`config.mk`:
```
export PLATFORM = sky130hd
export DESIGN_NAME = calc_op_sequencer
export DESIGN_NICKNAME = d
export VERILOG_FILES = /design/src/rtl/calc_op_sequencer.sv
export SDC_FILE = /design/constraint.sdc
export NUM_CORES = 1
export LEC_CHECK = 0
export ABC_AREA = 0
export BUFFER_PORTS_ARGS = -buffer_cell sky130_fd_sc_hd__buf_2
export CAP_MARGIN = 10
export CORE_UTILIZATION = 50
export CTS_CLUSTER_SIZE = 12
export DETAILED_ROUTE_END_ITERATION = 16
export PLACE_DENSITY_LB_ADDON = 0.1
export SLEW_MARGIN = 40
export SYNTH_ARGS = -nofsm -noshare
export SYNTH_HDL_FRONTEND = slang
export SYNTH_SLANG_ARGS = --single-unit
```
`constraint.sdc`:
```
create_clock -name i_clk -period 2.4 [get_ports i_clk]
set_clock_uncertainty 0.15 [all_clocks]
set_input_delay 0.24 -clock i_clk [delete_from_list [all_inputs] [get_ports i_clk]]
set_output_delay 0.24 -clock i_clk [all_outputs]
set_load 0.02 [all_outputs]
```
`src/rtl/calc_op_sequencer.sv`:
```
// -----------------------------------------------------------------------------
// calc_op_sequencer
//
// Purpose:
//   Control FSM for the calculator datapath (input register, ALU mux,
//   accumulator, opcode register, display mux). Converts one-cycle key
//   strobes into datapath load/clear/select controls. Handles multi-cycle
//   ALU opcodes, traps divide-by-zero, and drives one-hot phase LEDs.
//   Every output is a Moore decode of the registered state, so a key sampled
//   at edge t shows its effect on the controls for the cycle after t.
//
// Optional feature (compile-time macro):
//   CALC_CHAIN_EN - when defined, key_op in READY_B executes the pending
//                   operation and then loads the new operator
//                   (EXEC -> WB -> LD_OP), and key_op in SHOW chains on the
//                   result. When undefined, key_op is ignored in READY_B and
//                   SHOW and no chain flag exists.
//
// Parameters:
//   MULTI_CYCLES - EXEC cycles before write-back for multi-cycle opcodes (>=1)
//   MC_MASK      - bit i set marks opcode i as multi-cycle
//   DIV_OP       - opcode that is trapped when the divisor is zero
//
// Ports:
//   i_clk              system clock
//   i_rst_n            asynchronous active-low reset (state forced to CLR)
//   i_key_num          strobe: operand valid on datapath input
//   i_key_op           strobe: operator valid on opcode input
//   i_key_eq           strobe: equals
//   i_key_clr          strobe: clear all (highest priority)
//   i_op_code_reg      current opcode register contents
//   i_divisor_zero     datapath input register is zero
//   o_load_number      load input register
//   o_clear_number     clear input register
//   o_load_opcode      load opcode register
//   o_clear_opcode     clear opcode register
//   o_sel_mux_alu      0: input register -> accumulator, 1: ALU result
//   o_load_result      load accumulator
//   o_clear_result     clear accumulator
//   o_sel_mux_display  0: show input register, 1: show accumulator
//   o_busy             high in EXEC and WB
//   o_err              high in ERR
//   o_s0..o_s3         one-hot phase: operand A / operator / operand B / result
// -----------------------------------------------------------------------------
module calc_op_sequencer #(
  parameter int unsigned MULTI_CYCLES = 4,
  parameter logic [7:0]  MC_MASK      = 8'b0001_1000,
  parameter logic [2:0]  DIV_OP       = 3'd4
) (
  input  logic       i_clk,
  input  logic       i_rst_n,
  input  logic       i_key_num,
  input  logic       i_key_op,
  input  logic       i_key_eq,
  input  logic       i_key_clr,
  input  logic [2:0] i_op_code_reg,
  input  logic       i_divisor_zero,
  output logic       o_load_number,
  output logic       o_clear_number,
  output logic       o_load_opcode,
  output logic       o_clear_opcode,
  output logic       o_sel_mux_alu,
  output logic       o_load_result,
  output logic       o_clear_result,
  output logic       o_sel_mux_display,
  output logic       o_busy,
  output logic       o_err,
  output logic       o_s0,
  output logic       o_s1,
  output logic       o_s2,
  output logic       o_s3
);

  localparam int unsigned CntW = (MULTI_CYCLES > 1) ? $clog2(MULTI_CYCLES) : 1;
  localparam logic [CntW-1:0] CntLast = CntW'(MULTI_CYCLES - 1);

  typedef enum logic [3:0] {
    StClr    = 4'd0,
    StWaitA  = 4'd1,
    StLdA    = 4'd2,
    StXferA  = 4'd3,
    StWaitOp = 4'd4,
    StLdOp   = 4'd5,
    StWaitB  = 4'd6,
    StLdB    = 4'd7,
    StReadyB = 4'd8,
    StExec   = 4'd9,
    StWb     = 4'd10,
    StShow   = 4'd11,
    StErr    = 4'd12
  } state_e;

  state_e          r_state;
  state_e          w_state_nxt;
  logic [CntW-1:0] r_cnt;
  logic [CntW-1:0] w_cnt_nxt;
  logic            w_div_err;
  logic            w_multi;

`ifdef CALC_CHAIN_EN
  // Set when key_op triggered the execute; WB then goes to LD_OP, not SHOW.
  logic r_chain;
  logic w_chain_nxt;
`endif

  assign w_div_err = (i_op_code_reg == DIV_OP) && i_divisor_zero;
  assign w_multi   = MC_MASK[i_op_code_reg];

  // ---------------------------------------------------------------------------
  // State registers
  // ---------------------------------------------------------------------------
  always_ff @(posedge i_clk or negedge i_rst_n) begin
    if (!i_rst_n) begin
      r_state <= StClr;
      r_cnt   <= '0;
`ifdef CALC_CHAIN_EN
      r_chain <= 1'b0;
`endif
    end else begin
      r_state <= w_state_nxt;
      r_cnt   <= w_cnt_nxt;
`ifdef CALC_CHAIN_EN
      r_chain <= w_chain_nxt;
`endif
    end
  end

  // ---------------------------------------------------------------------------
  // Next-state logic. Priority among keys: clr > eq > op > num.
  // ---------------------------------------------------------------------------
  always_comb begin
    w_state_nxt = r_state;
    w_cnt_nxt   = r_cnt;
`ifdef CALC_CHAIN_EN
    w_chain_nxt = r_chain;
`endif

    if (i_key_clr) begin
      w_state_nxt = StClr;
    end else begin
      unique case (r_state)
        StClr:    w_state_nxt = StWaitA;
        StWaitA:  if (i_key_num) w_state_nxt = StLdA;
        StLdA:    w_state_nxt = StXferA;
        StXferA:  w_state_nxt = StWaitOp;
        StWaitOp: begin
          if (i_key_op)       w_state_nxt = StLdOp;
          else if (i_key_num) w_state_nxt = StLdA;
        end
        StLdOp:   w_state_nxt = StWaitB;
        StWaitB: begin
          if (i_key_op)       w_state_nxt = StLdOp;
          else if (i_key_num) w_state_nxt = StLdB;
        end
        StLdB:    w_state_nxt = StReadyB;
        StReadyB: begin
          if (i_key_eq) begin
            w_state_nxt = StExec;
`ifdef CALC_CHAIN_EN
          end else if (i_key_op) begin
            w_state_nxt = StExec;
            w_chain_nxt = 1'b1;
`endif
          end else if (i_key_num) begin
            w_state_nxt = StLdB;
          end
        end
        StExec: begin
          // Divide-by-zero is only judged in the first EXEC cycle, before any
          // write-back can happen.
          if ((r_cnt == '0) && w_div_err) begin
            w_state_nxt = StErr;
          end else if (w_multi && (r_cnt != CntLast)) begin
            w_cnt_nxt = r_cnt + 1'b1;
          end else begin
            w_state_nxt = StWb;
          end
        end
        StWb: begin
`ifdef CALC_CHAIN_EN
          if (r_chain) begin
            w_state_nxt = StLdOp;
            w_chain_nxt = 1'b0;
          end else begin
            w_state_nxt = StShow;
          end
`else
          w_state_nxt = StShow;
`endif
        end
        StShow: begin
          if (i_key_eq) begin
            w_state_nxt = StExec;
`ifdef CALC_CHAIN_EN
          end else if (i_key_op) begin
            w_state_nxt = StLdOp;
`endif
          end else if (i_key_num) begin
            w_state_nxt = StLdA;
          end
        end
        StErr:    w_state_nxt = StErr;
        default:  w_state_nxt = StClr;
      endcase
    end

    // Counter is held at zero outside EXEC, so every EXEC entry starts fresh.
    if (w_state_nxt != StExec) begin
      w_cnt_nxt = '0;
    end

`ifdef CALC_CHAIN_EN
    // An aborted operation must not chain later.
    if ((w_state_nxt == StClr) || (w_state_nxt == StErr)) begin
      w_chain_nxt = 1'b0;
    end
`endif
  end

  // ---------------------------------------------------------------------------
  // Moore output decode
  // ---------------------------------------------------------------------------
  always_comb begin
    o_load_number     = 1'b0;
    o_clear_number    = 1'b0;
    o_load_opcode     = 1'b0;
    o_clear_opcode    = 1'b0;
    o_sel_mux_alu     = 1'b0;
    o_load_result     = 1'b0;
    o_clear_result    = 1'b0;
    o_sel_mux_display = 1'b0;
    o_busy            = 1'b0;
    o_err             = 1'b0;
    o_s0              = 1'b0;
    o_s1              = 1'b0;
    o_s2              = 1'b0;
    o_s3              = 1'b0;

    unique case (r_state)
      StClr: begin
        o_clear_number = 1'b1;
        o_clear_opcode = 1'b1;
        o_clear_result = 1'b1;
        o_s0           = 1'b1;
      end
      StWaitA: o_s0 = 1'b1;
      StLdA: begin
        o_load_number = 1'b1;
        o_s0          = 1'b1;
      end
      StXferA: begin
        // sel_mux_alu stays 0: operand A goes straight into the accumulator.
        o_load_result = 1'b1;
        o_s0          = 1'b1;
      end
      StWaitOp: begin
        o_sel_mux_display = 1'b1;
        o_s1              = 1'b1;
      end
      StLdOp: begin
        o_load_opcode = 1'b1;
        o_s1          = 1'b1;
      end
      StWaitB: o_s2 = 1'b1;
      StLdB: begin
        o_load_number = 1'b1;
        o_s2          = 1'b1;
      end
      StReadyB: o_s2 = 1'b1;
      StExec: begin
        o_sel_mux_alu = 1'b1;
        o_busy        = 1'b1;
        o_s3          = 1'b1;
      end
      StWb: begin
        o_load_result = 1'b1;
        o_sel_mux_alu = 1'b1;
        o_busy        = 1'b1;
        o_s3          = 1'b1;
      end
      StShow: begin
        o_sel_mux_display = 1'b1;
        o_s3              = 1'b1;
      end
      StErr: begin
        o_err             = 1'b1;
        o_sel_mux_display = 1'b1;
        o_s3              = 1'b1;
      end
      default: o_s0 = 1'b1;
    endcase
  end

endmodule

```
---- Word-level counts from Yosys, hierarchy flattened ----
Memories as Yosys holds them, arrays and structs flattened.
Cells that the tools add are included.
storage, ports and cells
  register bits after elaboration ......... 6
  memory bits (read-only) ................. 8
  bits of input ports ..................... 10
  output and inout bits ................... 14
  word-level logic and storage cells ...... 65
  memories kept ........................... 1
memories
  memory            depth  width  read ports  clocked after Yosys merged registers in  wr ports  line  text
  (name not given)  8      1      1           0                                        0         107   assign w_multi = MC_MASK[i_op_code_reg];
operators by class
  $add $sub $neg .......................... 1
  order comparisons ....................... 1
  equal/unequal tests ..................... 17
  mux-type cells .......................... 27
  reductions and logical operators ........ 16
operators by type and width
  operator                                             count
  one-hot mux 4 bit (13 select lines)                  1
  2-to-1 mux 4 bit                                     9
  == test 4 bit (second input constant)                5
  == test 4 x 3 -> 1 bit (second input constant)       4
  2-to-1 mux 1 bit                                     12
  2-to-1 mux 2 bit                                     5
  OR reduction 9 bit                                   1
  == test 4 x 2 -> 1 bit (second input constant)       2
  OR reduction 2 bit                                   4
  OR reduction 3 bit                                   2
  == test 4 x 1 -> 1 bit (second input constant)       1
  logical NOT 4 bit                                    1
  < comparator 3 x 4 -> 1 bit (second input constant)  1
  != test 2 x 1 -> 1 bit (second input constant)       2
  != test 4 bit (second input constant)                1
  AND reduction 4 bit                                  1
  nonzero test 2 bit                                   2
  OR reduction 4 bit                                   1
  == test 3 bit (second input constant)                1
  logical AND 1 bit                                    3
  adder 2 x 1 -> 2 bit (second input constant)         1
  logical NOT 2 bit                                    1
  != test 2 bit (second input constant)                1

---- Longest topological paths before layout ----
Gate-level depths: netlist of the first run.
  depth in word-level cells ............... 10
  mapped depth ............................ 7
  mapped depth without buffers ............ 7

---- Worst setup path before layout of the first run ----
OpenSTA, ideal clock, no wires.
  path kind ............................... reg-to-output
  from .................................... register r_state[3]
  to ...................................... output o_clear_opcode
  arrival ................................. 1613 ps
  data required time ...................... 2010 ps
  path slack .............................. 397 ps
  stages on the path, launching flop included .. 5
  buffers on the path ..................... 3
  path through ............................ dfrtp_1 buf_6 clkbuf_1 nor3_1 buf_4
between the ends
  cells in the longest elaborated chain, start to end .. 2
RTL lines
  element                 line  text
  start, declared         93    state_e r_state;
  start signal, assigned  114   r_state <= StClr;
  start signal, assigned  120   r_state <= w_state_nxt;
  logical NOT 4 bit       -
  2-to-1 mux 1 bit        -
  end, declared           61    output logic o_clear_opcode,
Every way passes these cells.

---- Worst setup path after layout of the first run ----
  from .................................... register r_state[1]
  to ...................................... register r_cnt[0]
between the ends
  cells in the longest elaborated chain, start to end .. 7
  elaborated cells between the ends (all ways) .. 30
  classes of those cells .................. eq/ne (15); mux (11); reduce/logical (4)
RTL lines
  element                                                                 line  text
  2-to-1 mux 4 bit, on equally long branches (2 in a row)                 -
  one-hot mux 4 bit (13 select lines)                                     141   unique case (r_state)
  2-to-1 mux 4 bit                                                        138   if (i_key_clr) begin
  != test 4 bit                                                           208   if (w_state_nxt != StExec) begin
  != test 2 x 1 -> 1 bit (no line) or nonzero test 2 bit (tied branches)  -
  AND reduction 4 bit (no line)                                           -
  end signal, assigned                                                    121   r_cnt <= w_cnt_nxt;
  end, declared                                                           95    logic [CntW-1:0] r_cnt;
Parallel ways exist; a longest one is shown, timed or not.
A chain may end at the register's enable or synchronous reset.

==> results of run 1 <==
stage by stage:
| stage | instances | total power, uW | area, sq um |
|---|---|---|---|
| final | 130 | 366 | 905 |
| after global routing | 130 | 392 | 905 |
| after CTS | 130 | 370 | 905 |
| after detailed placement | 126 | 274 | 872 |
| after global placement | 126 | 271 | 872 |
| after floorplan | 96 | 243 | 787 |
flip-flops by register name (all words and copies together), names as in the netlist:
name	flops
r_cnt	2
r_state	4
layout by cell type, fill, tap and decap left out, drive strengths merged, types with 2 or more instances in the layout:
cell type	synthesis	routed
a211oi	2	2
o31a	2	2
nor4b	2	2
ha	2	2
nor3	3	3
nand3b	3	3
buf	9	26
xnor2	4	4
inv	5	5
nor2	9	9
dfrtp	6	6
clkbuf	2	3
nor3b	3	3
o22ai	2	2
a21oi	5	5
nor2b	2	2
o21ai	6	6
o32ai	2	2
nand2	2	2
nand2b	7	7
routing by layer:
| metal | track usage (%) | routed length [microns] |
|---|---|---|
| met5 | 0 | 0 |
| met3 | 6.52 | 109 |
| met4 | 4.52 | 12 |
| met1 | 29.7 | 808 |
| met2 | 27.8 | 685 |
what timing repair did:
action                                 4_1_cts  5_1_grt
buffers inserted                             0        0
hold buffers                                 1        0
endpoints found under the hold margin        6        0
report_power, final:
part,switching [uW],internal [uW],total [uW]
logic,84.6,63.5,148
registers,19.4,106,126
clock network,35.6,56.5,92.1
final timing paths:
kind                                      startpoint              endpoint  slack, ps  depth (start not counted)
worst min-delay path                       i_key_clr  r_state[3]$_DFF_PN0_         80                          2
worst max register to register  r_state[1]$_DFF_PN0_  r_cnt[0]$_DFFE_PN0P_        360                          5
worst min register to register  r_cnt[0]$_DFFE_PN0P_  r_cnt[0]$_DFFE_PN0P_        470                          2
min in group asynchronous                    i_rst_n  r_cnt[0]$_DFFE_PN0P_        220                          2
worst max-delay path            r_state[1]$_DFF_PN0_  r_cnt[0]$_DFFE_PN0P_        360                          5
max in group asynchronous                    i_rst_n  r_state[1]$_DFF_PN0_       1740                          2
kinds of logic after synthesis:
| logic type | after synthesis | synth area share (%) |
|---|---|---|
| fa+ha+maj | 2 | 3.18 |
| compound gates | 24 | 22.1 |
| buf+inv | 16 | 11.4 |
| mux | 1 | 1.27 |
| simple gates | 42 | 37.4 |
| flops | 6 | 19.1 |
| xor+xnor | 5 | 5.56 |
final cells by class:
cell class | count | area (sq um)
multi-input combinational | 74 | 547
tap | 15 | 18.8
sequential | 6 | 150
fill | 121 | 478
timing repair buffer | 27 | 148
inverter | 5 | 18.8
clock buffer | 3 | 22.5
worst register-to-register path: stages (launching register included):
cell and delay [ps]:
dfrtp_1 690, nand2b_1 270, o211ai_2 110, a221oi_2 310, nand3b_1 160, nor4b_2 250
==> impl_results.md, run 1 <==
- Run status: complete, no violations
- Via density: 5.72
- I/O pin total: 24
- Max FO, Critical Path: 19
- Largest stage delay on the critical path: between 600 and 700 ps
- CTS tree: built
- LEAKAGE: 0.000414 uW
- Clock buffer depth: 2
- Largest cells by area after synthesis: dfrtp_1 19%, nand2b_1 5.6%, xnor2_1 4.5%
- Final setup violation count: 0
- Die Ht: 41.7 microns
- Total global routing overflow: 0
- PwrDens: a little over 400 nW/um^2
- Top cell type's share of synthesized area: 19.1%
- WS Path Type: flop to flop
- Routed WL per cell: roughly 12 microns
- Die area: between 1500 and 2000 sq um
- CP cell instances: nand2b_1 -> o211ai_2 -> a221oi_2 -> nand3b_1 -> nor4b_2
- FFs w/ async S/R, synth: 100%
- Number of synthesized register bits: 6
- DP HPWL: 1240 microns
- Cell accounting for the most synthesized area: dfrtp_1
- Final slew viol count: 0
- Die X: ~42 microns
- Final min period: 2040 ps
- Vias in the first global route: around 630
- Slowest stage cell, crit path: dfrtp_1
- Synthesized area: 787 sq um
- Count leader, synth: nor2_1
- CTS Buf Count: 3
- Syn Area/Cell: around 8.2 sq um
- Tcrit/Tclk final: a little over four fifths
- N_diodes: 0
- Clock edge transition at the registers on the reported setup and hold paths: ~50 ps
- DRT iter0 DRCs: 21
- Bufs and invs on worst path: 0
- Library cells used by synthesis: between 40 and 50
- Crit end category: flop
- Vias post-DR: around 740
- Largest net degree at the start of global routing: 20
- Worst path required time: about 2400 ps
- Drt first pass iters: 4
- Place WS: about 360 ps
- Antenna violations before repair: 0
- Most used flip-flop cell after synthesis: dfrtp_1
- Synth warn: 0
- Gpl congestion: between 0.8 and 0.9
- Row count: 13
- First-pass GRT wire length: between 2000 and 3000 microns
- Tightest Pin Transition: ~560 ps
- Delay-heaviest family, CP: flip-flops
- HP Class: input pin to flop
- Drt total wl: 1620 microns
- Critical Path Start Type: flop
- Area Growth Syn to Fin: 14.9%
- Synth Net Count: between 100 and 150
- GRT Total Usage: between 15 and 20%
- Share of cells above drive strength 1: 32.2%
- Max H-tree Level: 1
- Layout Nets: 129
- Post-synth top cells: 9 x nor2_1, 7 x nand2b_1, 6 x dfrtp_1
- Slew margin rel.: 62.5%
- Antenna viol nets, final: 0
- Critical path arrival: between 2000 and 2500 ps
- Worst-Skew Late Latency: 240 ps
- DRC: 0
- Sequential fraction of the synthesis area: between 10% and 20%
- Clk root buf: clkbuf_4
- MaxCap Viol Count: 0
- Endpoints failing hold: 0
- IO Port Bufs: 23
- Unrepaired setup endpoints after global routing: false
- Max Fclk: roughly 500 MHz
- TritonCTS Sinks: 6
- Hold slack: between 80 and 90 ps
- TNS Setup: 0 ps
- Synth Instances: 96
- Std-Cell Core Area: 1380 sq um
- Starting Density: a little under three fifths
- Post-synth EDFFs: 0
- Final Core Density: about two thirds
- Peak supply drop: between 0.0003 and 0.0004 V
- Final worst setup slack: between 300 and 400 ps
- CTS resizes: 0
Power figures use the tool's default switching activity.
==> run 2: changes to the inputs <==
- clock period: 2.4 -> 1.9 ns (I/O delays scaled with it)
==> run 2 against run 1 <==
Compared with the run above:
- setup slack worse by 310 ps
- global-route usage is 1.4 points higher
- fmax is 10% higher
- die area stayed put
- critical path type unchanged
==> impl_results.md, run 2 (same netlist as run 1, synthesis figures left out) <==
- Tightest Pin Transition: 424 ps (was 562 ps)
- Crit end category: flop (unchanged)
- First-pass GRT wire length: 2890 microns (was 2750 microns)
- IO Port Bufs: 23 (unchanged)
- Delay-heaviest family, CP: simple AND/OR/NAND/NOR gates (was flip-flops)
- LEAKAGE: 0.000483 uW (was 0.000414 uW)
- PwrDens: 505 nW/um^2 (was 405 nW/um^2)
- TNS Setup: 0 ps (unchanged)
- DP HPWL: 1400 microns (was 1240 microns)
- Combinational share of power: 49.3% (was 40.5%)
- Final slew viol count: 0 (unchanged)
- Die Ht: 41.7 microns (unchanged)
- Critical path arrival: 1850 ps (was 2040 ps)
- Share of cells above drive strength 1: 44.5% (was 32.2%)
- Total global routing overflow: 0 (unchanged)
- Peak supply drop: 0.000424 V (was 0.000302 V)
- Endpoints failing hold: 0 (unchanged)
- Starting Density: 56.9% (unchanged)
- Clock Power Share: 22.6% (was 25.2%)
- Gpl congestion: 0.803 (was 0.838)
- Unrepaired setup endpoints after global routing: true (was false)
- GRT Total Usage: 21.3% (was 20.0%)
- Largest net degree at the start of global routing: 20 (unchanged)
- Drt first pass iters: 4 (unchanged)
- Final instance area: 1040 sq um (was 905 sq um)
- Final worst setup slack: 52.5 ps (was 364 ps)
- Total power draw: 526 uW (was 366 uW)
- WS Path Type: flop to flop (unchanged)
- Clock buffer depth: 2 (unchanged)
- DRC: 0 (unchanged)
- Antenna violations before repair: 0 (unchanged)
- Clk root buf: clkbuf_4 (unchanged)
- Clock edge transition at the registers on the reported setup and hold paths: 50 ps (about the same)
- Place WS: 24.6 ps (was 362 ps)
- Bufs and invs on worst path: 0 (unchanged)
- Switching part of the total power: 37.0% (was 38.1%)
- Placed standard-cell area: 957 sq um (was 872 sq um)
- HP Class: input pin to flop (unchanged)
- Max Fclk: 541 MHz (was 491 MHz)
- Std-Cell Core Area: 1380 sq um (unchanged)
- N_diodes: 0 (unchanged)
- Run status: complete, no violations (unchanged)
- Max FO, Critical Path: 8 (was 19)
- Final Core Density: 75.4% (was 65.4%)
- I/O pin total: 24 (unchanged)
- CTS Buf Count: 3 (unchanged)
- Die X: 41.7 microns (unchanged)
- Most frequent cells in the layout: 23 x buf_2, 15 x buf_4, 9 x nor2_1, 7 x nand2b_1 (was 23 x buf_2, 9 x nor2_1, 7 x nand2b_1, 6 x dfrtp_1)
- Area Growth Syn to Fin: 32.4% (was 14.9%)
- Flop pwr share: 28.1% (was 34.4%)
- Antenna viol nets, final: 0 (unchanged)
- Drt total wl: 1950 microns (was 1620 microns)
- Commonest non-fill, non-tap cell in the layout: buf_2 (unchanged)
- Routed WL per cell: 13.7 microns (was 12.4 microns)
- Largest stage delay on the critical path: 440 ps (was 690 ps)
- Biggest regs: r_state x4, r_cnt x2 (unchanged)
- Row count: 13 (unchanged)
- Worst path required time: 1900 ps (was 2400 ps)
- Largest register by flop count: r_state (unchanged)
- Pint: 332 uW (was 226 uW)
- Final setup violation count: 0 (unchanged)
- Layout Nets: 142 (was 129)
- Slowest stage cell, crit path: dfrtp_2 (was dfrtp_1)
- Tcrit/Tclk final: 97.2% (was 84.8%)
- Slew margin rel.: 71.6% (was 62.5%)
- DRT iter0 DRCs: 31 (was 21)
- Die area: 1740 sq um (unchanged)
- Vias in the first global route: 663 (was 628)
- CP cell instances: and4bb_1 -> o31a_2 -> or2b_1 -> o221a_2 -> nor4b_2 (was nand2b_1 -> o211ai_2 -> a221oi_2 -> nand3b_1 -> nor4b_2)
- CTS tree: built (unchanged)
- Vias post-DR: 819 (was 744)
- Worst-Skew Late Latency: 240 ps (about the same)
- Max H-tree Level: 1 (unchanged)
- Via density: 5.73 (was 5.72)
- Switching pwr: 195 uW (was 140 uW)
- MaxCap Viol Count: 0 (unchanged)
- Final min period: 1850 ps (was 2040 ps)
- Critical Path Start Type: flop (unchanged)
- Max reg flops: 4 (unchanged)
- TritonCTS Sinks: 6 (unchanged)
- FILL cells: 104 (was 121)
run 2: cell count changes in the layout (fill, tap and decap cells not counted), sizes merged:
cell | previous run | this run
buf | 26 | 39
run 2: through the flow:
step                std cells  hold WS [ps]
finish                    143          57.9
global placement          135          -133
detailed placement        135          -129
global route              143          45.4
CTS                       139          31.0
floorplan                  96          -256
run 2: power by group through the flow:
stage / logic, uW / registers [uW] / clock network (uW)
global placement: 230 / 150 / 0
detailed placement: 234 / 150 / 0
CTS: 235 / 148 / 121
floorplan: 170 / 139 / 0
finish: 260 / 148 / 119
global route: 281 / 149 / 131
run 2: path summary, 6_finish.rpt:
check | start | slack, ps | cells after the start | end
max in group asynchronous | i_rst_n | 1260 | 2 | r_state[0]$_DFF_PN0_
setup / recovery | r_state[1]$_DFF_PN0_ | 50 | 5 | r_cnt[0]$_DFFE_PN0P_
hold / removal | i_key_clr | 60 | 2 | r_state[3]$_DFF_PN0_
setup reg to reg | r_state[1]$_DFF_PN0_ | 50 | 5 | r_cnt[0]$_DFFE_PN0P_
hold reg to reg | r_cnt[0]$_DFFE_PN0P_ | 500 | 2 | r_cnt[0]$_DFFE_PN0P_
min in group asynchronous | i_rst_n | 180 | 2 | r_cnt[0]$_DFFE_PN0P_
run 2: timing repair:
action                                 in CTS  in global routing
buffers inserted                            0                  4
setup endpoints to repair                   0                  3
hold buffers                                1                  0
resized for setup                           0                  6
endpoints found under the hold margin       6                  0
run 2: layout make-up:
| class | instances | area [sq um] | share of cell area, % |
|---|---|---|---|
| Clock buffer | 3 | 22.5 | 2.16 |
| Tap cell | 15 | 18.8 | 1.80 |
| Timing Repair Buffer | 40 | 258 | 24.7 |
| Multi-Input combinational cell | 74 | 572 | 54.9 |
| Inverter | 5 | 18.8 | 1.80 |
| Sequential cell | 6 | 153 | 14.6 |
run 2: layer usage:
layer / vias to the layer above / part of all wire, % / GRT usage (%)
met2: 30 / 46 / 32.8
met4: 0 / 1.4 / 10.3
met5: - / 0 / 0
li1: 409 / - / -
met3: 5 / 3.7 / 2.61
met1: 375 / 49 / 29.4
==> run 3: changes to the inputs <==
- BUFFER_PORTS_ARGS: -buffer_cell sky130_fd_sc_hd__buf_2 -> default
- CORE_UTILIZATION: 50 -> 55
- DONT_BUFFER_PORTS: default -> 1
- RECOVER_POWER: default -> 100
==> run 3 against run 2 <==
Compared with the run above:
- the run now ends with negative setup slack left
- first-iteration DRC count is 9.7% lower
- utilization is 10 points higher
- final area is 8.0% higher
- hold slack worse by 7.4 ps
- global-route usage is 6.7 points higher
- largest power group unchanged
- highest routed layer unchanged
==> impl_results.md, run 3 (same netlist as run 1, synthesis figures left out) <==
- Run status: finished, violations left (was complete, no violations)
- Failing checks: negative setup slack
- Layout Nets: 137 (was 142)
- CP cell instances: and4bb_2 -> o31a_2 -> or2b_1 -> o221a_2 -> nor4b_2 (was and4bb_1 -> o31a_2 -> or2b_1 -> o221a_2 -> nor4b_2)
- Endpoints failing hold: 0 (unchanged)
- Peak supply drop: 0.000501 V (was 0.000424 V)
- Hold depth: 2 (unchanged)
- Max Fclk: 499 MHz (was 541 MHz)
- Gpl congestion: 0.854 (was 0.803)
- Die Ht: 39.8 microns (was 41.7 microns)
- Most frequent cells in the layout: 26 x buf_4, 8 x nor2_1, 6 x buf_6 (was 23 x buf_2, 15 x buf_4, 9 x nor2_1, 7 x nand2b_1)
- Clk root buf: clkbuf_4 (unchanged)
- Unrepaired setup endpoints after global routing: true (unchanged)
- Share of cells above drive strength 1: 46.3% (was 44.5%)
- Combinational share of power: 52.3% (was 49.3%)
- HP Start: i_key_clr (unchanged)
- PwrDens: 505 nW/um^2 (about the same)
- First-pass GRT wire length: 2990 microns (was 2890 microns)
- Tcrit/Tclk final: 105% (was 97.2%)
- Via density: 6.22 (was 5.73)
- Starting Density: 59.7% (was 56.9%)
- I/O pin total: 24 (unchanged)
- Final slew viol count: 0 (unchanged)
- Area Growth Syn to Fin: 43.1% (was 32.4%)
- Bufs and invs on worst path: 0 (unchanged)
- DP HPWL: 1350 microns (was 1400 microns)
- Final worst setup slack: -104 ps (was 52.5 ps)
- Worst-Skew Late Latency: 240 ps (about the same)
- Final setup violation count: 5 (was 0)
- Total global routing overflow: 0 (unchanged)
- Biggest regs: r_state x4, r_cnt x2 (unchanged)
- Delay-heaviest family, CP: simple AND/OR/NAND/NOR gates (unchanged)
- Antenna viol nets, final: 0 (unchanged)
- Max FO, Critical Path: 5 (was 8)
- Flop pwr share: 26.8% (was 28.1%)
- IO Port Bufs: 0 (was 23)
- MaxCap Viol Count: 0 (unchanged)
- Largest net degree at the start of global routing: 12 (was 20)
- Commonest non-fill, non-tap cell in the layout: buf_4 (was buf_2)
- Critical Path Start Type: flop (unchanged)
- DRT iter0 DRCs: 28 (was 31)
- GRT Total Usage: 28.1% (was 21.3%)
- Max reg flops: 4 (unchanged)
- Clock Power Share: 20.9% (was 22.6%)
- Worst Reg-to-Reg Cells: 5 (unchanged)
- Clock buffer depth: 2 (unchanged)
- Die X: 39.8 microns (was 41.7 microns)
- R2R Path Start: r_state[2]$_DFF_PN0_ (was r_state[1]$_DFF_PN0_)
- Vias in the first global route: 690 (was 663)
- LEAKAGE: 0.000510 uW (was 0.000483 uW)
- CTS tree: built (unchanged)
- Antenna violations before repair: 0 (unchanged)
- TNS Setup: -250 ps (was 0 ps)
- Max H-tree Level: 1 (unchanged)
- Switching part of the total power: 38.2% (was 37.0%)
- Pint: 352 uW (was 332 uW)
- HP Class: input pin to flop (unchanged)
- RR Endpoint: r_cnt[0]$_DFFE_PN0P_ (unchanged)
- Slew margin rel.: 68.1% (was 71.6%)
- Largest register by flop count: r_state (unchanged)
- Row count: 13 (unchanged)
- FILL cells: 79 (was 104)
- N_diodes: 0 (unchanged)
- Final min period: 2000 ps (was 1850 ps)
- Switching pwr: 217 uW (was 195 uW)
- Placed standard-cell area: 897 sq um (was 957 sq um)
- WS Path Type: flop to flop (unchanged)
- Worst path required time: 1890 ps (was 1900 ps)
- Setup slack, reg-to-reg: -100 ps (was 50 ps)
- Crit end category: flop (unchanged)
- Die area: 1590 sq um (was 1740 sq um)
- Drt first pass iters: 4 (unchanged)
- Hold EP: r_state[1]$_DFF_PN0_ (was r_state[3]$_DFF_PN0_)
- Final Core Density: 85.5% (was 75.4%)
- TritonCTS Sinks: 6 (unchanged)
- Largest stage delay on the critical path: 460 ps (was 440 ps)
- Vias post-DR: 859 (was 819)
- CTS Buf Count: 3 (unchanged)
- Tightest Pin Transition: 477 ps (was 424 ps)
- Drt total wl: 2660 microns (was 1950 microns)
- Final instance area: 1130 sq um (was 1040 sq um)
- DRC: 0 (unchanged)
- Clock edge transition at the registers on the reported setup and hold paths: 50 ps (about the same)
- Critical path arrival: 2000 ps (was 1850 ps)
- Slowest stage cell, crit path: dfrtp_2 (unchanged)
- Crit path launch: r_state[2]$_DFF_PN0_ (was r_state[1]$_DFF_PN0_)
- Std-Cell Core Area: 1320 sq um (was 1380 sq um)
- Routed WL per cell: 19.3 microns (was 13.7 microns)
-- run 3: changes by cell type in the layout (fill, tap and decap cells not counted), moves of 2 or more --
cell      before  now
o21ai_0        5    2
dfrtp_2        2    4
dfrtp_1        4    2
buf_6          0    6
nand2b_1       7    5
nand2b_4       0    2
buf_4         15   26
buf_2         23    0
o21ai_1        1    3
-- run 3: stage by stage --
step                hold WS (ps)  power, uW  instances  setup WS (ps)
finish                      50.5        569        138           -104
detailed placement          -256        357        121          -42.9
global route                68.2        595        138           -140
global placement            -255        355        121           68.7
floorplan                   -256        309         96            115
CTS                         33.5        494        131           7.58
-- run 3: worst max path at each step --
stage / slack (ps) / to / cells after the start
after floorplan: 120 / o_load_number / 4
after global placement: 70 / r_cnt[0]$_DFFE_PN0P_ / 6
after detailed placement: -40 / r_cnt[1]$_DFFE_PN0P_ / 5
after CTS: 8 / r_cnt[1]$_DFFE_PN0P_ / 6
after global routing: -140 / r_cnt[0]$_DFFE_PN0P_ / 5
final: -100 / r_cnt[0]$_DFFE_PN0P_ / 5
-- run 3: layer usage --
metal / routed length [microns] / vias up / global-route usage, %
li1: - / 401 / -
met1: 1100 / 403 / 35.6
met2: 1310 / 49 / 48.4
met3: 207 / 6 / 5.68
met4: 46 / 0 / 5.17
met5: 0 / - / 0
-- run 3: power by group through the flow --
stage | registers [uW] | clock network [uW] | logic, uW
after detailed placement | 153 | 0 | 204
after global routing | 153 | 127 | 316
after floorplan | 139 | 0 | 170
after global placement | 152 | 0 | 203
after CTS | 149 | 117 | 228
final | 152 | 119 | 298
-- run 3: final cells by class --
type / instances / area [sq um] / area share [%]
Timing Repair Buffer: 35 / 303 / 26.9
Tap cell: 15 / 18.8 / 1.67
Multi-Input combinational cell: 74 / 608 / 54.0
Clock buffer: 3 / 22.5 / 2.00
Sequential cell: 6 / 155 / 13.8
Inverter: 5 / 18.8 / 1.67
-- run 3: timing repair --
action,in CTS,in global routing
pin swaps,1,8
hold buffers,2,0
buffers inserted,5,7
endpoints found under the hold margin,7,0
gates resized for setup,2,26
setup endpoints to repair,2,8
